[config.mk]
export PLATFORM = sky130hd
export DESIGN_NAME = mul_share_arbiter
export DESIGN_NICKNAME = d
export VERILOG_FILES = /design/src/rtl/mul_share_arbiter.sv
export SDC_FILE = /design/constraint.sdc
export NUM_CORES = 1
export LEC_CHECK = 0
export BUFFER_PORTS_ARGS = -buffer_cell sky130_fd_sc_hd__buf_2
export CORE_ASPECT_RATIO = 1.25
export CORE_MARGIN = 5
export CORE_UTILIZATION = 43
export DETAILED_ROUTE_END_ITERATION = 16
export PLACE_DENSITY = 0.75
export REMOVE_ABC_BUFFERS = 1
export SYNTH_ARGS = -nofsm -noshare
export SYNTH_HDL_FRONTEND = slang
export SYNTH_SLANG_ARGS = --single-unit
[constraint.sdc]
create_clock -name clk -period 2.4 [get_ports clk]
set_input_delay 0.12 -clock clk [delete_from_list [all_inputs] [get_ports clk]]
set_output_delay 0.12 -clock clk [all_outputs]
set_load 0.05 [all_outputs]
[src/rtl/mul_share_arbiter.sv]
// Round-robin arbiter/sequencer sharing one shift-add multiplier between two requesters.
// Optional WAIT timeout abort enabled by defining MUL_SHARE_ARBITER_TIMEOUT_EN.
module mul_share_arbiter #(
    parameter int unsigned N       = 4,
    parameter int unsigned TIMEOUT = 31
) (
    input  logic             clk,
    input  logic             rst,
    input  logic [1:0]       req_valid,
    output logic [1:0]       req_ready,
    input  logic [N-1:0]     req_b0,
    input  logic [N-1:0]     req_q0,
    input  logic [N-1:0]     req_b1,
    input  logic [N-1:0]     req_q1,
    output logic             rsp_valid,
    input  logic             rsp_ready,
    output logic             rsp_id,
    output logic [2*N-1:0]   rsp_data,
    output logic             rsp_err,
    output logic             mul_start,
    output logic [N-1:0]     mul_b,
    output logic [N-1:0]     mul_q,
    output logic             mul_rst,
    input  logic [2*N-1:0]   mul_a,
    input  logic             mul_done
);

    typedef enum logic [1:0] {StIdle, StLaunch, StWait, StResp} state_e;

    state_e state;
    logic   ptr;
    logic   first_wait;
    logic   grant;
    logic   accept;

`ifdef MUL_SHARE_ARBITER_TIMEOUT_EN
    localparam int unsigned CntW = $clog2(TIMEOUT + 1);
    logic [CntW-1:0] wait_cnt;
    logic            abort_q;
    logic            err_q;

    assign rsp_err = err_q;
    assign mul_rst = rst | abort_q;
`else
    assign rsp_err = 1'b0;
    assign mul_rst = rst;
`endif

    // Pointer only breaks ties; a lone valid requester always wins.
    always_comb begin
        grant     = (req_valid == 2'b11) ? ptr : req_valid[1];
        req_ready = 2'b00;
        if (state == StIdle && !rst && req_valid != 2'b00) begin
            req_ready[grant] = 1'b1;
        end
    end

    assign accept = |(req_valid & req_ready);

    always_ff @(posedge clk or posedge rst) begin
        if (rst) begin
            state      <= StIdle;
            ptr        <= 1'b0;
            first_wait <= 1'b0;
            mul_start  <= 1'b0;
            mul_b      <= '0;
            mul_q      <= '0;
            rsp_valid  <= 1'b0;
            rsp_id     <= 1'b0;
            rsp_data   <= '0;
`ifdef MUL_SHARE_ARBITER_TIMEOUT_EN
            wait_cnt   <= '0;
            abort_q    <= 1'b0;
            err_q      <= 1'b0;
`endif
        end else begin
            mul_start <= 1'b0;
`ifdef MUL_SHARE_ARBITER_TIMEOUT_EN
            abort_q   <= 1'b0;
`endif
            unique case (state)
                StIdle: begin
                    if (accept) begin
                        mul_b     <= grant ? req_b1 : req_b0;
                        mul_q     <= grant ? req_q1 : req_q0;
                        rsp_id    <= grant;
                        mul_start <= 1'b1;
                        state     <= StLaunch;
                    end
                end
                StLaunch: begin
                    first_wait <= 1'b1;
                    state      <= StWait;
`ifdef MUL_SHARE_ARBITER_TIMEOUT_EN
                    wait_cnt   <= '0;
`endif
                end
                StWait: begin
                    first_wait <= 1'b0;
                    // A done still high from the previous operation lands in the first WAIT cycle.
                    if (!first_wait && mul_done) begin
                        rsp_data  <= mul_a;
                        rsp_valid <= 1'b1;
                        state     <= StResp;
`ifdef MUL_SHARE_ARBITER_TIMEOUT_EN
                        err_q     <= 1'b0;
                    end else if (wait_cnt == CntW'(TIMEOUT - 1)) begin
                        abort_q   <= 1'b1;
                        rsp_data  <= '0;
                        err_q     <= 1'b1;
                        rsp_valid <= 1'b1;
                        state     <= StResp;
                    end else begin
                        wait_cnt  <= wait_cnt + 1'b1;
`endif
                    end
                end
                StResp: begin
                    if (rsp_ready) begin
                        rsp_valid <= 1'b0;
                        ptr       <= ~rsp_id;
                        state     <= StIdle;
                    end
                end
                default: state <= StIdle;
            endcase
        end
    end

endmodule

* Yosys cells after proc, flatten, opt, wreduce, memory -nomap -nowiden
Index checks and enable logic that the tools add are counted.
Storage, ports and cells: word-level logic and storage cells 52, output and inout port bits 23, bits in registers 23
Cells by class: equal/unequal tests 7, bitwise gates (word level) 2, reduce and logical (&&, ||, !) cells 16, muxes and demuxes 16, order comparisons 2
Operator list (count):
- $mux W2 | 4
- $mux W4 | 2
- $pmux W2 S4 | 1
- $eq A2 B2 Y1 const B | 3
- $mux W1 | 6
- $ne A2 B2 Y1 const B | 3
- $reduce_and A2 Y1 | 3
- $reduce_and A3 Y1 | 2
- $reduce_bool A2 Y1 | 3
- $logic_and A1 B1 Y1 | 4
- $pmux W1 S2 | 2
- $and A2 B2 Y2 | 1
- $eq A2 B1 Y1 const B | 1
- $logic_not A1 Y1 | 2
- $logic_not A2 Y1 | 1
- $lt A1 B2 Y1 const B | 1
- $reduce_or A2 Y1 | 1
- $demux W1 S1 | 1
- $ge A1 B1 Y1 const B | 1
- $not A1 Y1 | 1

* Depth between registers and ports, before layout
depth in word-level cells 11, depth in mapped cells 7, depth with buffers taken out 5

* Least setup slack after synthesis
Ideal clock, no wire load.
kind reg-to-reg, start register state[0], end register rsp_id, path slack 0.684 ns, path buffers 1, data required time 2.247 ns, arrival 1.563 ns, setup time 0.153 ns, cell stages (with the launch flop) 7, cell sequence dfrtp_1 -> inv_1 -> ha_1 -> and2b_1 -> buf_4 -> and3_1 -> o22ai_1
On the way: cells in the longest elaborated chain, start to end 7
Ends and longest elaborated chain:
- from (decl) | RTL line 30 | state_e state;
- from (signal assigned) | RTL line 62 | state <= StIdle;
- from (signal assigned) | RTL line 88 | state <= StLaunch;
- from (signal assigned) | RTL line 93 | state <= StWait;
- $logic_not A2 Y1 | RTL line 53 | if (state == StIdle && !rst && req_valid != 2'b00) begin
- $logic_and A1 B1 Y1 (2 in a row) | RTL line 53
- $mux W2 | RTL line 53
- net req_ready[0] | RTL line 10 | output logic [1:0] req_ready,
- $and A2 B2 Y2 | RTL line 58 | assign accept = |(req_valid & req_ready);
- $reduce_or A2 Y1 | RTL line 58
- $reduce_and A2 Y1 (no line)
- to (signal assigned) | RTL line 86 | rsp_id <= grant;
- to (decl) | RTL line 17 | output logic rsp_id,
The timed path passes the listed nets, and every way through them passes these cells. A chain may end at the register's enable or synchronous reset.

* Final worst setup path
start register state[0], end output port req_ready[0]
On the way: cells in the longest elaborated chain, start to end 4
Ends and longest elaborated chain (RTL line):
- $logic_not A2 Y1 | 53
- $logic_and A1 B1 Y1 (2 in a row) | 53
- $mux W2 | 53
- to (decl) | 10
Every way passes these cells.

==> flow_metrics.py <==
metrics = {
    "floorplan": {
        "io_pins": 53,
        "dieArea_mm2": 0.00395,
        "initial_core_util_pct": 44.7,
        "core_area_mm2": 0.00268,
        "rows": 21,
        "die_h_um": 69,
        "die_width_um": 57.2,
    },
    "drt": {
        "vias_per_cell": 5.20,
        "avgRoutedWirePerCell_um": 13.8,
        "antenna_left": 0,
        "vias": 999,
        "drt_iter0_drc": 9,
        "totalWireLength_mm": 2.65,
        "drtPass1Iterations": 4,
        "drc_errors": 0,
    },
    "timing": {
        "fin_ws_ns": 0.347,
        "setup_viol": 0,
        "rsz0062_at_grt": "false",
        "fin_crit_sh_pct": 85.5,
        "final_max_slew_viol_count": 0,
        "hold_violations": 0,
        "setup-tns-final_ns": 0,
        "fin_worst_skew_ns": 0.00146,
        "hold_ws_ns": 0.0196,
        "clock.fmax_ghz": 0.487,
        "period_needed_ns": 2.05,
    },
    "power_and_ir_drop": {
        "swShare_pct": 52.8,
        "internal_power_mw": 1.02,
        "powerDensity_mw_per_mm2": 1450,
        "clock_power_share_pct": 8.1,
        "leakage_nw": 0.732,
        "seqPwrFrac_pct": 31.7,
        "p_sw_mw": 1.14,
        "p_comb_share_pct": 60.2,
        "vdd_drop_max_uv": 702,
    },
    "logic_synthesis": {
        "synthArstFlopShare_pct": 100,
        "synth_seq_cells": 23,
        "yosysMostFrequentCell": "dfrtp_1",
        "netlist_area_mm2": 0.00120,
        "synth_area_leaders": "dfrtp_1, mux2_1, a31oi_2",
        "synth-edff-count": 0,
        "synth_common_cells": "dfrtp_1, a21oi_1, mux2_1, o21ai_0",
        "synthFlopType": "dfrtp_1",
        "syn_area_per_cell_um2": 11.1,
        "synth_cell_types": 29,
        "synthCells": 108,
        "synth_top_area_cell": "dfrtp_1",
        "synth_top_cell_area_share_pct": 48.1,
        "yosysSeqAreaShare_pct": 48.1,
        "yosys_warnings": 0,
    },
    "cells_and_area": {
        "area_delta_synth_final_pct": 24.0,
        "diodes": 0,
        "multiInputGateArea_um2": 542,
        "drive_above_1_share_pct": 42.4,
        "seqCellArea_um2": 576,
        "instances_no_fill": 192,
        "fin_nets": 193,
        "fillers": 256,
    },
    "global_routing": {
        "grt_pass1_vias": 1123,
        "grt_pass1_wl_mm": 4.97,
        "grt_usage_pct": 15.2,
        "grt_max_degree": 24,
        "gr-total-overflow": 0,
        "antenna_found_initial": 0,
    },
    "clock_network": {
        "clockBufferDepth": 2,
        "clock-sinks": 23,
        "clk_pin_slew_ns": 0.12,
        "cts_root_buf": "clkbuf_4",
        "clock_latency_ns": 0.30,
        "ctsHtreeMaxLevel": 1,
        "numCtsBuffers": 3,
        "cts_tree": "yes",
    },
    "job": {
        "drv_cap": 0,
    },
    "worst_setup_path": {
        "arrival_ns": 1.93,
        "critical_path.startpoint_type": "flop",
        "cp-end-kind": "primary output",
        "crit_fanout": 10,
        "critPathRequiredTime_ns": 2.28,
        "criticalPathCategory": "reg -> out",
    },
    "placement": {
        "port_buffers": 51,
        "place_hpwl_mm": 2.13,
        "gp_congestion": 0.795,
        "dp_slack_ns": 0.709,
        "placed_cells": 187,
    },
    "worst_hold_path": {
        "hold_path.class": "in -> reg",
    },
    "status": {
        "status": "finished, final reports clean",
    },
}
## cell families after synthesis
| kind of cell | count (synthesis) | synth area share (%) |
|---|---|---|
| AND/OR/NAND/NOR | 24 | 10.9 |
| AO/OA/AOI/OAI | 31 | 19.7 |
| flip-flops | 23 | 48.1 |
| buffers and inverters | 14 | 6.69 |
| other | 1 | 0.313 |
| adder cells (fa/ha/maj) | 4 | 4.18 |
| multiplexers | 11 | 10.1 |
## metrics by stage
step	power, mW	utilization [%]	instance area [µm²]
floorplan	1.69	-	1140
global placement	1.95	54.1	1450
detailed placement	2.01	54.1	1450
CTS	2.18	55.4	1490
global route	2.31	55.4	1490
finish	2.16	55.4	1490
## path summary, 6_finish.rpt
path | from | depth (start not counted) | slack, ns | to
min in group asynchronous | rst | 4 | 0.44 | rsp_data[7]
setup reg to reg | state[0] | 5 | 0.77 | mul_b[3]
hold reg to reg | rsp_data[0] | 1 | 0.50 | rsp_data[0]
setup / recovery | state[0] | 5 | 0.35 | req_ready[0]
max in group asynchronous | rst | 4 | 1.74 | mul_b[1]
hold / removal | mul_a[0] | 2 | 0.02 | rsp_data[0]
## critical path, cell delays in order, from the launching register on
cell and delay, ns:
dfrtp_1 0.42, inv_1 0.11, ha_1 0.23, and2b_1 0.35, and3_1 0.24, buf_2 0.27
## sequential cells by signal (all words and copies together), names as in the netlist
register    flops
first_wait      1
mul_b           4
mul_q           4
mul_start       1
ptr             1
rsp_data        8
rsp_id          1
rsp_valid       1
state           2
## final cells by class
type                            count  share of cell area (%)
Sequential cell                    23                    38.8
Clock buffer                        4                    1.77
Multi-Input combinational cell     71                    36.5
Tap cell                           34                    2.86
Inverter                            7                    1.77
Timing Repair Buffer               53                    18.4
## layout by cell type, fill, tap and decap left out, types with 2 or more instances in the layout
cell      synthesis  final
buf_2             1     51
dfrtp_1          23     23
mux2_1            9      9
a21oi_1           9      9
o21ai_0           9      9
nand3_1           8      8
a31oi_2           8      8
inv_1             6      6
nand2_1           5      5
ha_1              4      4
clkbuf_4          0      3
nand2b_1          2      2
nor2b_1           2      2
nor2_1            2      2
mux2i_1           2      2
## timing repair
action	4_1_cts	5_1_grt
resized for setup	0	0
hold buffers	1	0
buffers inserted	0	0
endpoints found under the hold margin	23	0
## routing by layer
metal | wire length [µm] | vias to the layer above | track usage [%] | part of all wire, %
li1 | - | 479 | - | -
met1 | 1070 | 480 | 18.6 | 40
met2 | 1310 | 36 | 25.4 | 49
met3 | 245 | 4 | 4.66 | 9.2
met4 | 29 | 0 | 4.12 | 1.1
met5 | 0 | - | 0 | 0
## power by group through the flow
stage / clock network [mW] / logic [mW] / registers [mW]
final: 0.174 / 1.30 / 0.684
after global routing: 0.195 / 1.40 / 0.713
after CTS: 0.179 / 1.32 / 0.685
after detailed placement: 0 / 1.31 / 0.695
after global placement: 0 / 1.27 / 0.679
after floorplan: 0 / 0.459 / 1.23
Note: power is estimated with default switching activity, not from simulation.
